**config.mk**
```make
export PLATFORM = sky130hd
export DESIGN_NAME = sqrt_vec_issue
export DESIGN_NICKNAME = d
export VERILOG_FILES = /design/src/rtl/sqrt_pkg.sv /design/src/rtl/sqrt_vec_lane_scan.sv /design/src/rtl/sqrt_vec_issue.sv
export SDC_FILE = /design/constraint.sdc
export NUM_CORES = 1
export LEC_CHECK = 0
export CORE_MARGIN = 1.5
export CORE_UTILIZATION = 50
export DETAILED_ROUTE_END_ITERATION = 8
export GPL_ROUTABILITY_DRIVEN = 0
export GPL_TIMING_DRIVEN = 0
export PLACE_DENSITY = 0.81
export SLEW_MARGIN = 20
export SYNTH_ARGS = -nofsm -noshare
export SYNTH_HDL_FRONTEND = slang
export SYNTH_SLANG_ARGS = --single-unit
```
**constraint.sdc**
```tcl
create_clock -name CLK -period 3.55 [get_ports CLK]
set_input_delay 0.5325 -clock CLK [delete_from_list [all_inputs] [get_ports CLK]]
set_output_delay 0.5325 -clock CLK [all_outputs]
set_load 0.005 [all_outputs]
```
**src/rtl/sqrt_pkg.sv**
```systemverilog
// sqrt_pkg: shared types and BF16 constants for the sqrt vector issue block
package sqrt_pkg;
  typedef enum logic [1:0] {IDLE, RUN, DONE} sqrt_vec_state_t;
  localparam int BF16_W = 16;
  localparam logic [BF16_W-1:0] BF16_POS_ZERO = 16'h0000;
  localparam logic [BF16_W-1:0] BF16_NEG_ZERO = 16'h8000;
  function automatic logic bf16_is_zero(input logic [BF16_W-1:0] x);
    return x == BF16_POS_ZERO || x == BF16_NEG_ZERO;
  endfunction
endpackage

```
**src/rtl/sqrt_vec_lane_scan.sv**
```systemverilog
// sqrt_vec_lane_scan: first unskipped lane at or after idx, or LANES when none remain
module sqrt_vec_lane_scan #(
  parameter int LANES = 16,
  parameter int IW = $clog2(LANES) + 1
) (
  input  logic [LANES-1:0] skip,
  input  logic [IW-1:0]    idx,
  output logic [IW-1:0]    nxt
);
  always_comb begin
    nxt = IW'(LANES);
    for (int i = LANES - 1; i >= 0; i--) nxt = (!skip[i] && IW'(i) >= idx) ? IW'(i) : nxt;
  end
endmodule

```
**src/rtl/sqrt_vec_issue.sv**
```systemverilog
// sqrt_vec_issue: issues a BF16 vector lane by lane to a scalar sqrt unit and gathers results in order
// Optional: SQRT_VEC_ZERO_SKIP_EN bypasses +/-0 lanes, echoing the operand as the result
module sqrt_vec_issue
  import sqrt_pkg::*;
#(
  parameter int LANES = 16,
  parameter int MAX_INFLIGHT = 4
) (
  input  logic                       CLK,
  input  logic                       RST,
  input  logic                       vec_valid_in,
  output logic                       vec_ready_in,
  input  logic [LANES*BF16_W-1:0]    vec_operand,
  output logic                       vec_valid_out,
  input  logic                       vec_ready_out,
  output logic [LANES*BF16_W-1:0]    vec_result,
  output logic [BF16_W-1:0]          sq_operand,
  output logic                       sq_valid_in,
  input  logic                       sq_ready_in,
  input  logic                       sq_valid_out,
  output logic                       sq_ready_out,
  input  logic [BF16_W-1:0]          sq_result
);
  localparam int IW = $clog2(LANES) + 1;
  localparam int FW = $clog2(MAX_INFLIGHT + 1);
  sqrt_vec_state_t state_q, state_d;
  logic [LANES-1:0][BF16_W-1:0] ops_q, ops_d, res_q, res_d, pre;
  logic [IW-1:0] issue_q, issue_d, collect_q, collect_d, issue_ptr, collect_ptr;
  logic [FW-1:0] inflight_q, inflight_d;
  logic [LANES-1:0] skip, rest;
  logic issue_fire, collect_fire;
  always_comb begin
    skip = '0;
    pre = '0;
`ifdef SQRT_VEC_ZERO_SKIP_EN
    for (int i = 0; i < LANES; i++) begin
      skip[i] = bf16_is_zero(ops_q[i]);
      pre[i] = bf16_is_zero(vec_operand[i*BF16_W +: BF16_W]) ? vec_operand[i*BF16_W +: BF16_W] : '0;
    end
`endif
  end
  sqrt_vec_lane_scan #(.LANES(LANES), .IW(IW)) u_issue_scan (.skip(skip), .idx(issue_q), .nxt(issue_ptr));
  sqrt_vec_lane_scan #(.LANES(LANES), .IW(IW)) u_collect_scan (.skip(skip), .idx(collect_q), .nxt(collect_ptr));
  assign vec_ready_in = state_q == IDLE;
  assign vec_valid_out = state_q == DONE;
  assign vec_result = res_q;
  assign sq_ready_out = state_q == RUN;
  assign sq_valid_in = state_q == RUN && issue_ptr < IW'(LANES) && inflight_q < FW'(MAX_INFLIGHT);
  assign sq_operand = sq_valid_in ? ops_q[issue_ptr[IW-2:0]] : '0;
  assign issue_fire = sq_valid_in && sq_ready_in;
  assign collect_fire = sq_ready_out && sq_valid_out && collect_ptr < IW'(LANES);
  // lanes still owed a response beyond the one being collected now
  assign rest = ~skip >> (collect_ptr + IW'(1));
  always_comb begin
    state_d = state_q;
    ops_d = ops_q;
    res_d = res_q;
    issue_d = issue_q;
    collect_d = collect_q;
    inflight_d = inflight_q;
    if (state_q == IDLE && vec_valid_in) begin
      state_d = RUN;
      ops_d = vec_operand;
      res_d = pre;
      issue_d = '0;
      collect_d = '0;
      inflight_d = '0;
    end
    if (state_q == RUN) begin
      issue_d = issue_fire ? issue_ptr + IW'(1) : issue_q;
      collect_d = collect_fire ? collect_ptr + IW'(1) : collect_q;
      inflight_d = inflight_q + FW'(issue_fire) - FW'(collect_fire);
      if (collect_fire) res_d[collect_ptr[IW-2:0]] = sq_result;
      if ((collect_fire && rest == '0) || collect_ptr == IW'(LANES)) state_d = DONE;
    end
    if (state_q == DONE && vec_ready_out) state_d = IDLE;
  end
  always_ff @(posedge CLK) begin
    if (RST) begin
      state_q <= IDLE;
      ops_q <= '0;
      res_q <= '0;
      issue_q <= '0;
      collect_q <= '0;
      inflight_q <= '0;
    end else begin
      state_q <= state_d;
      ops_q <= ops_d;
      res_q <= res_d;
      issue_q <= issue_d;
      collect_q <= collect_d;
      inflight_q <= inflight_d;
    end
  end
endmodule

```
==> flow_summary.ini <==
[drt]
wire_per_inst_um = 22.13
drcViolationCount = 0
viasPerCell = 5.672
vias = 21520
postRouteAntennaNets = 0
initialDrtViolationCount = 1955
wirelength_um = 83990
dr.pass1.iters = 6

[run_status]
outcome = finished with violations
violations = negative setup slack

[yosys]
synth_seq_area_share_pct = 46.82
yosysWarnings = 0
syn_inst = 2544
ys_ff_latch = 527
synth_edf_count = 0
synth_nets = 2830
synth.distinct_cells = 48
syn_area_per_cell_um2 = 8.857
mappedNetlistArea_um2 = 22530
synth-async-reset-ratio_pct = 0
synth_ff_type = dfxtp_1

[sta]
skew_ns = 0.01868
slew_viol_final = 0
worstMarginPinSlew_ns = 0.9077
hold_viol = 0
setup_viol = 1
layout_min_cycle_time_ns = 3.598
relSlewSlack_pct = 39.49
fmax_mhz = 277.9
setup_slack_ns = -0.04833
fin_crit_sh_pct = 101.4
fin_tns_setup_ns = -0.04833
holdWs_ns = 0.4533

[worst_setup_path]
critPathMaxFanout = 10
crit_path_top_delay_cell = clkdlybuf4s50_1
crit_arrival_ns = 3.07
required_ns = 3.02
r2r-start = state_q[1]$_SDFF_PP0_
critical_path.startpoint = issue_q[0]$_SDFFE_PP0P_
path_delay_family = buffers and inverters
crit_chain = buf_2, buf_4, mux2i_1, nand2_1, o2111ai_1, a31oi_2, clkdlybuf4s50_1
crit_buf_inv = 3
cp-end-kind = primary output
startpoint_type = flip-flop
worstSetupPathType = reg2out
slowest_delay_ns = 0.58

[die]
start_util_pct = 50.84
rows = 77
ios = 554
dieArea_um2 = 46350
fp.dieH_um = 215.3
chipWidth_um = 215.3
core-area_um2 = 44320

[placed_design]
placed_area_um2 = 28800
port_buffers = 552
hpwl_um = 63650

[power]
power_density_nw_per_um2 = 437.0
ir_drop_mv = 0.3548
p_leak_nw = 13.30
p_total_mw = 13.56

[layout]
synthToLayoutAreaGrowth_pct = 37.72
nets = 3444
post-route-util_pct = 70.02
drive_gt1_share_pct = 8.963
finalInstanceArea_um2 = 31030
fillers = 3368

[global_route]
grt_max_degree = 15
track_usage_pct = 35.29
grt_pass1_vias = 21340
antenna_found_initial = 3
grt_first_pass_wirelength_um = 124900
grt_overflow_total = 0

[clocking]
clk_latency_ns = 0.62
cts_buffers = 54
clockRootBuffer = clkbuf_16
cts_max_level = 2
cts_tree = done
clk_pin_slew_ns = 0.06
cts_sinks = 527
clk_path_buf_depth = 3

[flow_run]
max-cap-violations = 0

[worst_hold_path]
hold_path.class = reg2reg
hp-start = ops_q[93]$_SDFFE_PP0P_
==> area by class of cell <==
cell class,instances,area (um^2),area share (%)
diodes,1,2.502,0.008064
plain buffers,216,1136,3.661
clock buffers,75,1560,5.028
clock inverters,25,311.5,1.004
inverters,10,40.04,0.1290
multi-input cells,1790,11110,35.81
flip-flops and latches,527,10550,34.00
well taps,592,740.7,2.387
repair buffers,559,5577,17.97
==> final timing paths <==
check / slack, ns / end / cells after the start
min reg2reg: 0.45 / ops_q[93]$_SDFFE_PP0P_ / 2
max reg2reg: 0.66 / inflight_q[2]$_SDFFE_PP0P_ / 13
min: 0.45 / ops_q[93]$_SDFFE_PP0P_ / 2
max: -0.05 / sq_operand[14] / 7
==> report_power, final <==
part           switching, mW  total [mW]  internal (mW)
sequential             0.107        6.20           6.09
clock                   2.48        5.99           3.51
combinational          0.777        1.37          0.596
total                   3.36        13.6           10.2
==> placed cells by master (no fill, tap or decap), drive strengths merged, types with 2 or more instances in the layout <==
cell type / count
xnor2: 2
mux4: 48
dlymetal6s2s: 2
buf: 84
mux2i: 273
dlygate4sd2: 5
nor2: 266
clkinvlp: 4
nand3: 20
nand2b: 4
ha: 7
o2111ai: 16
clkdlybuf4s50: 545
a211oi: 4
o22ai: 16
clkinv: 12
clkbuf: 214
nor3b: 3
dfxtp: 527
and2: 258
or3b: 2
inv: 13
a41oi: 2
or3: 18
a31oi: 18
bufinv: 6
nor2b: 2
nand2: 550
a21oi: 267
==> cell usage after synthesis (4+ instances only) <==
master / n / share of area, %
and2_0: 119 / 3.3
nor2_1: 266 / 4.4
or3_1: 18 / 0.50
buf_4: 11 / 0.37
clkbuf_1: 136 / 2.3
a21oi_1: 266 / 5.9
a31oi_1: 18 / 0.50
nand2_1: 550 / 9.2
o2111ai_1: 16 / 0.62
nand3_1: 5 / 0.11
a211oi_1: 4 / 0.13
ha_1: 7 / 0.39
and2_1: 139 / 3.9
o22ai_1: 16 / 0.44
mux2i_1: 273 / 12
buf_2: 45 / 1.0
mux4_2: 48 / 4.8
inv_1: 9 / 0.15
nand3_2: 12 / 0.53
buf_1: 4 / 0.067
buf_6: 17 / 0.85
nand2b_1: 4 / 0.11
dfxtp_1: 527 / 47
==> tightest hold or removal path, delay by kind of cell, from the launching register on <==
| kind | cells | cell delay [ns] |
|---|---|---|
| AOI/OAI and AO/OA | 1 | 0.05 |
| DFF | 1 | 0.31 |
| and+or+nand+nor | 1 | 0.05 |
==> metrics by stage <==
step | cells | worst slack [ns]
CTS | 3789 | -0.02139
finish | 3795 | -0.04833
global placement | 3688 | 0.1212
global route | 3795 | -0.06596
floorplan | 2544 | 0.8930
detailed placement | 3688 | 0.07117
==> sequential cells by signal, indices dropped and copies added, names as in the netlist <==
name	flops
collect_q	5
issue_q	5
vec_result	256
ops_q	256
inflight_q	3
state_q	2
==> kinds of logic after synthesis <==
family	synth area share (%)
AOI/OAI and AO/OA	7.924
xor gates and xnor gates	0.07776
adders and majority gates	0.4776
buffers and inverters	4.848
DFF	46.82
muxes	16.93
and+or+nand+nor	22.92
==> repair_timing <==
action,4_1_cts,5_1_grt
pin swaps,6,5
resized for setup,58,24
buffers inserted,2,5
hold buffers,0,0
endpoints found under the hold margin,0,0
cloned,0,0
setup endpoints to repair,16,11
==> metal layers <==
| layer | wire (um) | GRT usage (%) | vias up | share of wire, % |
|---|---|---|---|---|
| met5 | 23 | 0 | - | 0.027 |
| met4 | 6271 | 23.29 | 4 | 7.5 |
| met3 | 7838 | 7.247 | 331 | 9.3 |
| met2 | 39370 | 58.75 | 1306 | 47 |
| met1 | 30490 | 41.20 | 10240 | 36 |
| li1 | - | - | 9645 | - |
(Power assumes the default switching activity.)
==> variant, RTL diff (same settings) <==
Add a define of `SQRT_VEC_ZERO_SKIP_EN`.
--- a/src/rtl/sqrt_vec_issue.sv
+++ b/src/rtl/sqrt_vec_issue.sv
@@ -2,2 +2,4 @@
 // Optional: SQRT_VEC_ZERO_SKIP_EN bypasses +/-0 lanes, echoing the operand as the result
+`define SQRT_VEC_ZERO_SKIP_EN
+
 module sqrt_vec_issue
Function: changed (Yosys sat finds a counterexample within 4 cycles, from zero or initial values and one cycle with RST high).
==> variant against the unedited design <==
  * Area after synthesis rose by 3.5%
  * The run ends with DRC, setup timing left
  * Critical path depth rose by 7
  * Critical endpoint is now sq_operand[4]
  * Count of clock-buffer cells in the layout fell by 1
  * Cell area rose by 7.3%
  * First-iteration DRC count rose by 120%
  * Non-clock buffer count rose by 103
  * Routed wire length rose by 28%
  * Sequential share of layout area fell by 2.2 points
  * Synthesized cell count rose by 15%
  * Setup slack got worse by 1200 ps
  * Sequential cell count did not move
Power is not compared: it rests on default switching activity, and its combinational part moved more than twofold at a synthesized area within 25%.
==> variant: results (changes against the unedited design) <==
vias in the first global route: 25,900 (was 21,300)
I/O Buffers: 536 (was 552)
FF-to-FF setup slack: -890 ps (was 660 ps)
Worst-Skew Late Latency: 640 ps (was 620 ps)
fraction of area in multi-input gates: 38.2% (was 35.8%)
xor and xnor area share after synthesis: 0.145% (was 0.0777%)
routing usage on met3: 12.9% (was 7.25%)
largest net degree at the start of global routing: 18 (was 15)
hold worst-path end: vec_result[214] (was ops_q[93])
CP endpoint: sq_operand[4] (was sq_operand[14])
buffers outside the clock class: 878 (was 775)
DRC violations left: 153 (was 0)
vias: 27,600 (was 21,500)
status: finished, violations left (unchanged)
largest cells by area after synthesis: dfxtp_1 45%, nand2_1 13%, a21oi_1 11%, mux4_2 6.0%, nand3_1 5.4% (was dfxtp_1 47%, mux2i_1 12%, nand2_1 9.2%, a21oi_1 5.9%, mux4_2 4.8%)
Seq/Total Area, Yosys: 45.3% (was 46.8%)
Detailed Routing Iterations Pass 1: 9 (was 6)
post-DP HPWL: 76,000 microns (was 63,600 microns)
Worst-Margin Slew: 1080 ps (was 908 ps)
Worst Reg-to-Reg Cells: 15 (was 13)
mux share of post-synthesis cell area: 6.40% (was 16.9%)
met2 WL: 45,800 microns (was 39,400 microns)
GRT Overall Usage: 41.8% (was 35.3%)
multi-input gate count: 2,127 (was 1,790)
hold_ws: 359 ps (was 453 ps)
met3 wire len: 15,000 microns (was 7840 microns)
Reg2Reg Launch Point: ops_q[128] (was state_q[1])
DRT Wirelength: 108,000 microns (was 84,000 microns)
Non-clock buffer share: 22.7% (was 21.6%)
Cell variety after synth: 79 (was 48)
hold depth: 3 (was 2)
met2 usage: 64.9% (was 58.8%)
HP Class: in2reg (was reg2reg)
Synth top cells by count: 818 x nand2_1, 530 x a21oi_1, 527 x dfxtp_1 (was 550 x nand2_1, 527 x dfxtp_1, 273 x mux2i_1)
Placed Cells: 4,070 (was 3,688)
Sequential cell area: 0.0106 sq mm (about the same)
failing checks: DRC, setup timing (was setup timing)
Avg Inst Size Synth: 7.95 sq um (was 8.86 sq um)
Filler cells: 3,299 (was 3,368)
Final WS setup: -1290 ps (was -48.3 ps)
Slowest cell on crit path: nor4_4 (was clkdlybuf4s50_1)
reg2reg end: state_q[1] (was inflight_q[2])
Post-Synth Adder-Cell Area: 0.505% (was 0.478%)
CP delay by family, top: simple AND/OR/NAND/NOR gates (was buffers and inverters)
Final setup viols: 255 (was 1)
variant: metrics by stage:
stage	setup WS (ps)	TNS (ps)	util, %
floorplan	6.03	0	-
global placement	-968	-80950	64.4
detailed placement	-1100	-113340	64.4
CTS	-668	-10620	71.2
global route	-1260	-55700	72.9
finish	-1290	-60630	72.9
variant: what timing repair did:
action / CTS / global route
gates resized for setup: 273 / 194
gates cloned: 3 / 3
pin swaps: 54 / 29
hold buffers: 0 / 0
setup buffers: 63 / 32
setup endpoints to repair: 280 / 241
variant: where the power goes:
part           internal (mW)  leakage [nW]  total [mW]  switching, mW
Sequential              6.18          4.28        6.47          0.297
Clock                   2.92         0.788        5.35           2.43
Combinational           2.31          6.29        5.27           2.96
Total                   11.4          11.4        17.1           5.69
variant: logic make-up after synthesis:
family	Yosys count
xor+xnor	3
flops	527
fa+ha+maj	9
buf+inv	280
compound gates	669
mux	71
simple gates	1375
